## src/rtl/hwag_pkg.sv

```systemverilog
// Shared types and constants for the HWAG coil scheduler.
// Angle range matches the generator's fine angle counter.
package hwag_pkg;

   localparam int HWA_ANGLE_W = 24;
   localparam int HWA_MAX_ACR = 3839;

   typedef enum logic [1:0] {
      OFF,
      ARMED,
      CHARGE,
      BLANK
   } coil_state_t;

endpackage

```

## src/rtl/hwag_coil_sched_if.sv

```systemverilog
// Configuration bus for the coil scheduler shadow registers.
interface hwag_coil_sched_if #(
   parameter int ANGLE_WIDTH = 24,
   parameter int CH_W        = 2
);

   logic                   cfg_we;
   logic [CH_W-1:0]        cfg_ch;
   logic                   cfg_sel;
   logic [ANGLE_WIDTH-1:0] cfg_data;
   logic                   cfg_err;

   modport master (
      output cfg_we,
      output cfg_ch,
      output cfg_sel,
      output cfg_data,
      input  cfg_err
   );

   modport slave (
      input  cfg_we,
      input  cfg_ch,
      input  cfg_sel,
      input  cfg_data,
      output cfg_err
   );

endinterface

```

## src/rtl/hwag_coil_ch.sv

```systemverilog
// One coil channel: active angles, charge FSM, dwell timer
// and sticky dwell fault.
module hwag_coil_ch
   import hwag_pkg::*;
#(
   parameter int ANGLE_WIDTH = HWA_ANGLE_W,
   parameter int DWELL_WIDTH = 16
) (
   input  logic                   clk,
   input  logic                   rst,
   input  logic                   sync,
   input  logic                   wrap,
   input  logic                   load,
   input  logic [ANGLE_WIDTH-1:0] angle,
   input  logic [ANGLE_WIDTH-1:0] set_sh,
   input  logic [ANGLE_WIDTH-1:0] rst_sh,
   input  logic [DWELL_WIDTH-1:0] max_dwell,
   output logic                   coil,
   output logic                   fault
);

   coil_state_t state, state_nx;

   logic [ANGLE_WIDTH-1:0] set_act;
   logic [ANGLE_WIDTH-1:0] rst_act;
   logic [DWELL_WIDTH-1:0] timer;
   logic                   set_hit;
   logic                   rst_hit;
   logic                   dwell_end;

   assign set_hit   = (angle == set_act) && (set_act != rst_act);
   assign rst_hit   = (angle == rst_act);
   assign dwell_end = (max_dwell != '0) &&
                      (timer == max_dwell - DWELL_WIDTH'(1));

   always_comb begin
      state_nx = state;
      unique case (state)
         OFF:    if (sync) state_nx = ARMED;
         ARMED:  if (set_hit) state_nx = CHARGE;
         CHARGE: begin
            if (rst_hit)        state_nx = ARMED;
            else if (dwell_end) state_nx = BLANK;
         end
         BLANK:  if (rst_hit || wrap) state_nx = ARMED;
      endcase
      // losing sync beats every other transition
      if (!sync) state_nx = OFF;
   end

   always_ff @(posedge clk or negedge rst) begin
      if (!rst) begin
         state   <= OFF;
         set_act <= '0;
         rst_act <= '0;
         timer   <= '0;
         fault   <= 1'b0;
      end else begin
         state <= state_nx;
         if (load) begin
            set_act <= set_sh;
            rst_act <= rst_sh;
         end
         if (state == ARMED && state_nx == CHARGE)
            timer <= '0;
         else if (state == CHARGE && timer != '1)
            timer <= timer + DWELL_WIDTH'(1);
         if (state == CHARGE && state_nx == BLANK)
            fault <= 1'b1;
         else if (wrap)
            fault <= 1'b0;
      end
   end

   assign coil = (state == CHARGE);

endmodule

```

## src/rtl/hwag_coil_sched.sv

```systemverilog
// Multi-channel ignition coil scheduler: shadow angle registers,
// wrap-aligned commit and per-channel coil drivers.
module hwag_coil_sched
   import hwag_pkg::*;
#(
   parameter int ANGLE_WIDTH = HWA_ANGLE_W,
   parameter int CH_NUM      = 4,
   parameter int DWELL_WIDTH = 16,
   parameter int MAX_ANGLE   = HWA_MAX_ACR
) (
   input  logic                   clk,
   input  logic                   rst,
   input  logic                   sync,
   input  logic [ANGLE_WIDTH-1:0] angle,
   input  logic [DWELL_WIDTH-1:0] max_dwell,
   hwag_coil_sched_if.slave       cfg,
   output logic [CH_NUM-1:0]      coil_out,
   output logic [CH_NUM-1:0]      dwell_fault
);

   localparam int CH_W = (CH_NUM > 1) ? $clog2(CH_NUM) : 1;

   logic [ANGLE_WIDTH-1:0] set_sh [CH_NUM];
   logic [ANGLE_WIDTH-1:0] rst_sh [CH_NUM];
   logic [ANGLE_WIDTH-1:0] angle_q;
   logic                   cfg_ok;
   logic                   cfg_err_q;
   logic                   wrap;
   logic                   load;

   assign cfg_ok = (cfg.cfg_data <= ANGLE_WIDTH'(MAX_ANGLE)) &&
                   (32'(cfg.cfg_ch) < CH_NUM);
   assign wrap   = (angle == '0) && (angle_q != '0);
   // unsynchronised: active angles follow the shadow every cycle
   assign load   = wrap || !sync;

   always_ff @(posedge clk or negedge rst) begin
      if (!rst) begin
         for (int i = 0; i < CH_NUM; i++) begin
            set_sh[i] <= '0;
            rst_sh[i] <= '0;
         end
         angle_q   <= '0;
         cfg_err_q <= 1'b0;
      end else begin
         angle_q   <= angle;
         cfg_err_q <= cfg.cfg_we && !cfg_ok;
         for (int i = 0; i < CH_NUM; i++) begin
            if (cfg.cfg_we && cfg_ok && cfg.cfg_ch == CH_W'(i)) begin
               if (cfg.cfg_sel) rst_sh[i] <= cfg.cfg_data;
               else             set_sh[i] <= cfg.cfg_data;
            end
         end
      end
   end

   assign cfg.cfg_err = cfg_err_q;

   for (genvar g = 0; g < CH_NUM; g++) begin : g_ch
      hwag_coil_ch #(
         .ANGLE_WIDTH (ANGLE_WIDTH),
         .DWELL_WIDTH (DWELL_WIDTH)
      ) u_ch (
         .clk       (clk),
         .rst       (rst),
         .sync      (sync),
         .wrap      (wrap),
         .load      (load),
         .angle     (angle),
         .set_sh    (set_sh[g]),
         .rst_sh    (rst_sh[g]),
         .max_dwell (max_dwell),
         .coil      (coil_out[g]),
         .fault     (dwell_fault[g])
      );
   end

endmodule

```

## src/flat_wrapper.sv

```systemverilog
// flat-port wrapper written by rule: the top's interface ports become plain ports
module hwag_coil_sched_flat import hwag_pkg::*;
#(
   parameter int ANGLE_WIDTH = HWA_ANGLE_W,
   parameter int CH_NUM      = 4,
   parameter int DWELL_WIDTH = 16,
   parameter int MAX_ANGLE   = HWA_MAX_ACR
)
  (clk, rst, sync, angle, max_dwell, coil_out, dwell_fault, cfg_cfg_we, cfg_cfg_ch, cfg_cfg_sel, cfg_cfg_data, cfg_cfg_err);
  hwag_coil_sched_if #(.ANGLE_WIDTH(ANGLE_WIDTH), .CH_W((2))) cfg_i ();
  input  logic clk;
  input  logic rst;
  input  logic sync;
  input  logic [ANGLE_WIDTH-1:0] angle;
  input  logic [DWELL_WIDTH-1:0] max_dwell;
  output logic [CH_NUM-1:0] coil_out;
  output logic [CH_NUM-1:0] dwell_fault;
  input wire logic [$bits(cfg_i.cfg_we)-1:0] cfg_cfg_we;
  input wire logic [$bits(cfg_i.cfg_ch)-1:0] cfg_cfg_ch;
  input wire logic [$bits(cfg_i.cfg_sel)-1:0] cfg_cfg_sel;
  input wire logic [$bits(cfg_i.cfg_data)-1:0] cfg_cfg_data;
  output wire logic [$bits(cfg_i.cfg_err)-1:0] cfg_cfg_err;
  assign cfg_i.cfg_we = cfg_cfg_we;
  assign cfg_i.cfg_ch = cfg_cfg_ch;
  assign cfg_i.cfg_sel = cfg_cfg_sel;
  assign cfg_i.cfg_data = cfg_cfg_data;
  assign cfg_cfg_err = cfg_i.cfg_err;
  hwag_coil_sched #(.ANGLE_WIDTH(ANGLE_WIDTH), .CH_NUM(CH_NUM), .DWELL_WIDTH(DWELL_WIDTH), .MAX_ANGLE(MAX_ANGLE)) u_core (.clk(clk), .rst(rst), .sync(sync), .angle(angle), .max_dwell(max_dwell), .cfg(cfg_i), .coil_out(coil_out), .dwell_fault(dwell_fault));
endmodule
```

## config.mk

```make
export PLATFORM = sky130hd
export DESIGN_NAME = hwag_coil_sched_flat
export DESIGN_NICKNAME = d
export VERILOG_FILES = /design/src/rtl/hwag_pkg.sv /design/src/rtl/hwag_coil_sched_if.sv /design/src/rtl/hwag_coil_ch.sv /design/src/rtl/hwag_coil_sched.sv /design/src/flat_wrapper.sv
export SDC_FILE = /design/constraint.sdc
export NUM_CORES = 1
export LEC_CHECK = 0
export ABC_AREA = 0
export CAP_MARGIN = 20
export CORE_ASPECT_RATIO = 1.5
export CORE_MARGIN = 5
export CORE_UTILIZATION = 35
export CTS_BUF_LIST = sky130_fd_sc_hd__clkbuf_8 sky130_fd_sc_hd__clkbuf_16
export DETAILED_ROUTE_END_ITERATION = 6
export GPL_ROUTABILITY_DRIVEN = 0
export PLACE_DENSITY = 0.5
export SETUP_SLACK_MARGIN = 0.1
export SLEW_MARGIN = 25
export SYNTH_ARGS = -nofsm -noshare
export SYNTH_HDL_FRONTEND = slang
export SYNTH_SLANG_ARGS = --single-unit
```

## constraint.sdc

```tcl
create_clock -name clk -period 3.7 [get_ports clk]
set_input_delay 0.925 -clock clk [delete_from_list [all_inputs] [get_ports clk]]
set_output_delay 0.925 -clock clk [all_outputs]
set_load 0.01 [all_outputs]
```

; After elaboration in Yosys (flattened, before gate mapping)
; Cells that the tools add are included.
[totals]
reg_bits = 485
inputBits = 71
[classes]
addsub = 5
order_cmp = 1
eq_ne = 43
muxes = 37
bitwise = 1
n_reduce_logical = 58
[ops]
columns = cell, count
row1 = $eq A24 B24 Y1, 8
row2 = $mux W16, 8
row3 = $ne A24 B24 Y1, 4
row4 = $add A16 B1 Y16 const B, 4
row5 = $eq A16 B16 Y1, 4
row6 = $ne A16 B16 Y1 const B, 4
row7 = $mux W2, 20
row8 = $eq A2 B2 Y1 const B, 18
row9 = $pmux W2 S4, 4
row10 = $logic_and A1 B1 Y1, 27
row11 = $le A24 B12 Y1 const B, 1
row12 = $logic_not A24 Y1, 1
row13 = $reduce_bool A24 Y1, 1
row14 = $reduce_and A2 Y1, 8
row15 = $reduce_bool A16 Y1, 1
row16 = $reduce_bool A2 Y1, 8
row17 = $sub A16 B1 Y16 const B, 1
row18 = $eq A2 B1 Y1 const B, 5
row19 = $logic_not A2 Y1, 5
row20 = $logic_or A1 B1 Y1, 5
row21 = $mux W1, 5
row22 = $logic_not A1 Y1, 2
row23 = $not A1 Y1, 1

; Longest topological paths before layout
[depth]
depth_word = 10
depth_mapped = 11
mapped_depth_nobuf = 9

; Hierarchy
; A second synthesis with hierarchy kept.
[hier_totals]
hier_cells = 1999
hier_area_um2 = 23983.0
[by_module_without_submodules]
columns = module, n_inst, cells_per_inst, area_per_inst_um2, seq_area_each_um2
row1 = hwag_coil_ch at u_core.g_ch[0].u_ch ..., 3, 387, 4124.0, 1676.6
row2 = hwag_coil_sched, 1, 467, 7576.0, 5430.2
row3 = hwag_coil_ch at u_core.g_ch[3].u_ch, 1, 371, 4035.1, 1676.6

; Worst setup path after synthesis
; No wires, ideal clock.
[synth_timing]
path_kind = input -> register
startpoint = input max_dwell[0]
endpoint = register u_core.g_ch[1].u_ch.fault
setup_time_ns = 0.092
arrival_ns = 3.577
path_slack_ns = 0.031
stages = 11
cell_sequence = clkbuf_1 -> inv_1 -> ha_1 -> clkbuf_2 -> or4b_2 -> nor3_4 -> nor3b_2 -> a2111oi_2 -> nand3_1 -> or4_4 -> o31ai_2
[synth_between]
elab_chain_cells = 10
[synth_rtl]
columns = element, line_no
row1 = from (decl), flat_wrapper.sv:15  ; input logic [DWELL_WIDTH-1:0] max_dwell;
row2 = $sub A16 B1 Y16, hwag_coil_ch.sv:34  ; (timer == max_dwell - DWELL_WIDTH'(1));
row3 = $eq A16 B16 Y1, hwag_coil_ch.sv:34
row4 = $logic_and A1 B1 Y1 (*), hwag_coil_ch.sv:33  ; assign dwell_end = (max_dwell != '0) &&
row5 = $mux W2 (*), hwag_coil_ch.sv:43  ; else if (dwell_end) state_nx = BLANK;
row6 = $mux W2 (*), hwag_coil_ch.sv:42  ; if (rst_hit) state_nx = ARMED;
row7 = $pmux W2 S4 (*), hwag_coil_ch.sv:38  ; unique case (state)
row8 = $mux W2 (*), hwag_coil_ch.sv:48  ; if (!sync) state_nx = OFF;
row9 = $eq A2 B2 Y1 (*), hwag_coil_ch.sv:68  ; if (state == CHARGE && state_nx == BLANK)
row10 = $logic_and A1 B1 Y1 (*), hwag_coil_ch.sv:68
row11 = $mux W1 or $reduce_bool A2 Y1 (tied branches), --
row12 = to (signal assigned), hwag_coil_ch.sv:57  ; fault <= 1'b0;
row13 = to (signal assigned), hwag_coil_ch.sv:69  ; fault <= 1'b1;
row14 = to (signal assigned), hwag_coil_ch.sv:71  ; fault <= 1'b0;
row15 = to (decl), hwag_coil_ch.sv:19  ; output logic fault
; Mark *: on every way between the ends. The rest lies on a longest branch, timed or not.
; A chain may end at the register's enable or synchronous reset.

; Worst setup path in the final report
[layout_timing]
startpoint = input max_dwell[0]
endpoint = register u_core.g_ch[2].u_ch.fault
[layout_between]
elab_chain_cells = 10
[layout_rtl]
columns = element, line_no
row1 = $sub A16 B1 Y16, hwag_coil_ch.sv:34
row2 = $eq A16 B16 Y1, hwag_coil_ch.sv:34
row3 = $logic_and A1 B1 Y1 (*), hwag_coil_ch.sv:33
row4 = $mux W2 (*), hwag_coil_ch.sv:43
row5 = $mux W2 (*), hwag_coil_ch.sv:42
row6 = $pmux W2 S4 (*), hwag_coil_ch.sv:38
row7 = $mux W2 (*), hwag_coil_ch.sv:48
row8 = $eq A2 B2 Y1 (*), hwag_coil_ch.sv:68
row9 = $logic_and A1 B1 Y1 (*), hwag_coil_ch.sv:68
row10 = $mux W1 or $reduce_bool A2 Y1 (tied branches), --
row11 = to (signal assigned), hwag_coil_ch.sv:57
row12 = to (signal assigned), hwag_coil_ch.sv:69
row13 = to (signal assigned), hwag_coil_ch.sv:71
row14 = to (decl), hwag_coil_ch.sv:19
; Marks and branches as above.

==> impl_metrics.tcl <==
set metrics [dict create \
    outcome "finished clean" \
    drc 0 \
    crit_buf_inv 3 \
    viasPerCell 5.11 \
    cts_sinks 485 \
    powerDensity_nw_per_um2 397 \
    synth_area_um2 23100 \
    yosys_register_bits 485 \
    clk_pin_slew_ps 70 \
    cap_violations 0 \
    cts-buffers-inserted 48 \
    leakagePower_nw 12.7 \
    grt_pass1_vias 16418 \
    period_share_pct 91.0 \
    synth_compound_area_share_pct 2.28 \
    synthMuxAreaShare_pct 14.1 \
    globalRouteTotalUtil_pct 19.3 \
    worstSkewPairLatency_ps 600 \
    crit_required_ps 4220 \
    hold_buffers 0 \
    multi_input_area_um2 10600 \
    yosysMostFrequentCell "dfrtp_1" \
    synth-xor-area-share_pct 16.2 \
    synth_top_family_by_area "XOR/XNOR gates" \
    die_x_um 220 \
    setup-tns-final_ps 0 \
    die-area_um2 71500 \
    end_kind "register" \
    regArea_um2 12100 \
    wirelength_um 68600 \
    coreArea_um2 65600 \
    final_layout_size_suffix_gt1_share_pct 23.9 \
    path_delay_family "simple AND/OR/NAND/NOR gates" \
    pin_count 80 \
    ir_drop_mv 0.302 \
    antenna_left 0 \
    vias 15224 \
    yosys_warnings 0 \
    post-place-ws_ps -137 \
    ctsResizeCount 0 \
    syn_area_per_cell_um2 12.1 \
    port_buffers 79 \
    finClkSkew_ps 26.5 \
    firstDrtPassIters 5 \
    gr-total-overflow 0 \
    layout_min_cycle_time_ps 3370 \
    drt-wirelength-per-cell_um 23.0 \
    root_buffer "clkbuf_16" \
    worst_pin_slew_ps 738 \
    fmax_mhz 297 \
    synthFlopType "dfrtp_1" \
    setup_viol 0 \
    grt_first_pass_wirelength_um 105000 \
    hold_class "input port to async pin" \
    syn2layout_area_growth_pct 18.7 \
    setup_slack_ps 333 \
    synth_top_area_share_pct 52.4 \
    synthAdderAreaFrac_pct 0.270 \
    ys_seq_area_share_pct 52.4 \
    synth_area_leader_cell "dfrtp_1" \
    report.final.hold_viol_count 0 \
    post_cts_buffers 0 \
    cp_cell_sequence "clkdlybuf4s50_1 > buf_4 > or4_1 > nor2_1 > xnor2_1 > o211ai_1 > nor4_1 > buf_4 > nand4b_1 > o21ai_0" \
    yosys-top-cells-area "dfrtp_1 52%, mux2_2 14%, xnor2_1 8.4%" \
    synth-simple-area-share_pct 12.6 \
    layout.nets 2144 \
    fill_cells 6263 \
    synth_edf_count 0 \
    die_y_um 325 \
    cts_tree "built" \
    post-route-util_pct 41.9 \
    synth_common_cells "485 x dfrtp_1, 286 x mux2_2, 221 x xnor2_1" \
    htreeDepth 2 \
    start_util_pct 35.3 \
    antenna_found_initial 1 \
    path_max_fanout 8 \
    critPathSlowestCell "or4_1" \
    max_stage_delay_ps 590 \
    cts.path.max_buffers 3 \
    drtIter0Drc 936 \
    synthArstFlopShare_pct 100 \
    synth.distinct_cells 61 \
    critPathKind "input port to register" \
    rsz0062_at_grt "false" \
    synth_nets 1988 \
    row_count 115 \
    reg2reg_depth 8 \
    grt_max_degree 79 \
    dp_hpwl_um 50500 \
    startpoint_type "input port" \
    relSlewSlack_pct 50.6 \
    drv_slew 0 \
    syn_inst 1912 \
    cp.depth 10 \
    cpMostUsedCell "buf_4" \
    crit_arrival_ps 3890 \
]
through the flow:
| step | power [mW] | hold WS [ps] | cells | area [µm²] |
|---|---|---|---|---|
| final | 10.9 | 288 | 2979 | 27500 |
| after detailed placement | 6.23 | 466 | 2895 | 26000 |
| after global routing | 11.3 | 316 | 2976 | 27500 |
| after global placement | 6.23 | 461 | 2895 | 26000 |
| after floorplan | 5.74 | 442 | 1912 | 23200 |
| after CTS | 11.1 | 283 | 2976 | 27500 |
metal layers:
metal | vias to the layer above | part of all wire [%] | wire length [µm] | track usage (%)
met2 | 361 | 52 | 35400 | 34.1
met1 | 7807 | 40 | 27500 | 23.5
met4 | 0 | 4.6 | 3170 | 8.01
met3 | 136 | 3.7 | 2530 | 2.69
met5 | - | 0 | 0 | 0
li1 | 6920 | - | - | -
state kept, by name, indices dropped and copies added (netlist names):
signal and flops:
u_core.g_ch.u_ch.state 8, u_core.g_ch.u_ch.fault 4, u_core.g_ch.u_ch.set_act 96, u_core.g_ch.u_ch.rst_act 96
u_core.cfg.cfg_err 1, u_core.set_sh 96, u_core.g_ch.u_ch.timer 64, u_core.angle_q 24
u_core.rst_sh 96
cells in the final DEF, fill, tap and decap left out, drive strengths merged, types with 9 or more instances in the layout:
cell type	synthesis	routed
nor2b	51	51
clkdlybuf4s50	0	78
dfrtp	485	485
nand2	55	55
nor2	93	93
mux2	286	286
xnor2	221	221
and2	55	55
and3	12	12
o21ai	20	20
inv	19	34
o211ai	9	9
clkbuf	82	57
a21oi	13	13
and4	15	15
or3	14	14
buf	18	128
nand3	38	38
nor3	16	16
nor4	68	68
xor2	191	191
nand4	70	70
nor3b	11	11
where the power goes:
group	internal, mW	leakage (nW)	switching (mW)	total (mW)
registers	5.32	6.38	0.00601	5.33
logic	0.320	5.55	0.473	0.794
clock network	2.69	0.788	2.09	4.78
path summary, 6_finish.rpt:
check                                             endpoint  slack, ps                          from
min in group clk           u_core.g_ch[2].u_ch.set_act[23]        480             u_core.set_sh[47]
max in group asynchronous                u_core.set_sh[18]       2440                           rst
setup reg to reg                 u_core.g_ch[2].u_ch.fault       1250  u_core.g_ch[2].u_ch.timer[4]
hold reg to reg            u_core.g_ch[2].u_ch.set_act[23]        480             u_core.set_sh[47]
hold / removal               u_core.g_ch[3].u_ch.timer[11]        290                           rst
setup / recovery                 u_core.g_ch[2].u_ch.fault        330                  max_dwell[0]
layout make-up:
type / count / share of cell area, %
Clock buffer: 57 / 4.86
Sequential cell: 485 / 44.2
Antenna cell: 3 / 0.0273
Clock inverter: 24 / 0.620
Inverter: 19 / 0.260
Tap cell: 877 / 3.99
Timing Repair Buffer: 206 / 7.55
Multi-Input combinational cell: 1308 / 38.5
cell families (layout without fill, tap and decap cells):
family | after synthesis | count (layout)
multiplexers | 290 | 290
adder cells (fa/ha/maj) | 5 | 5
flip-flops | 485 | 485
AO/OA/AOI/OAI | 77 | 77
XOR/XNOR | 418 | 418
other | 0 | 3
AND/OR/NAND/NOR | 518 | 518
buffers and inverters | 119 | 306
Note: power is estimated with default switching activity, not from simulation.
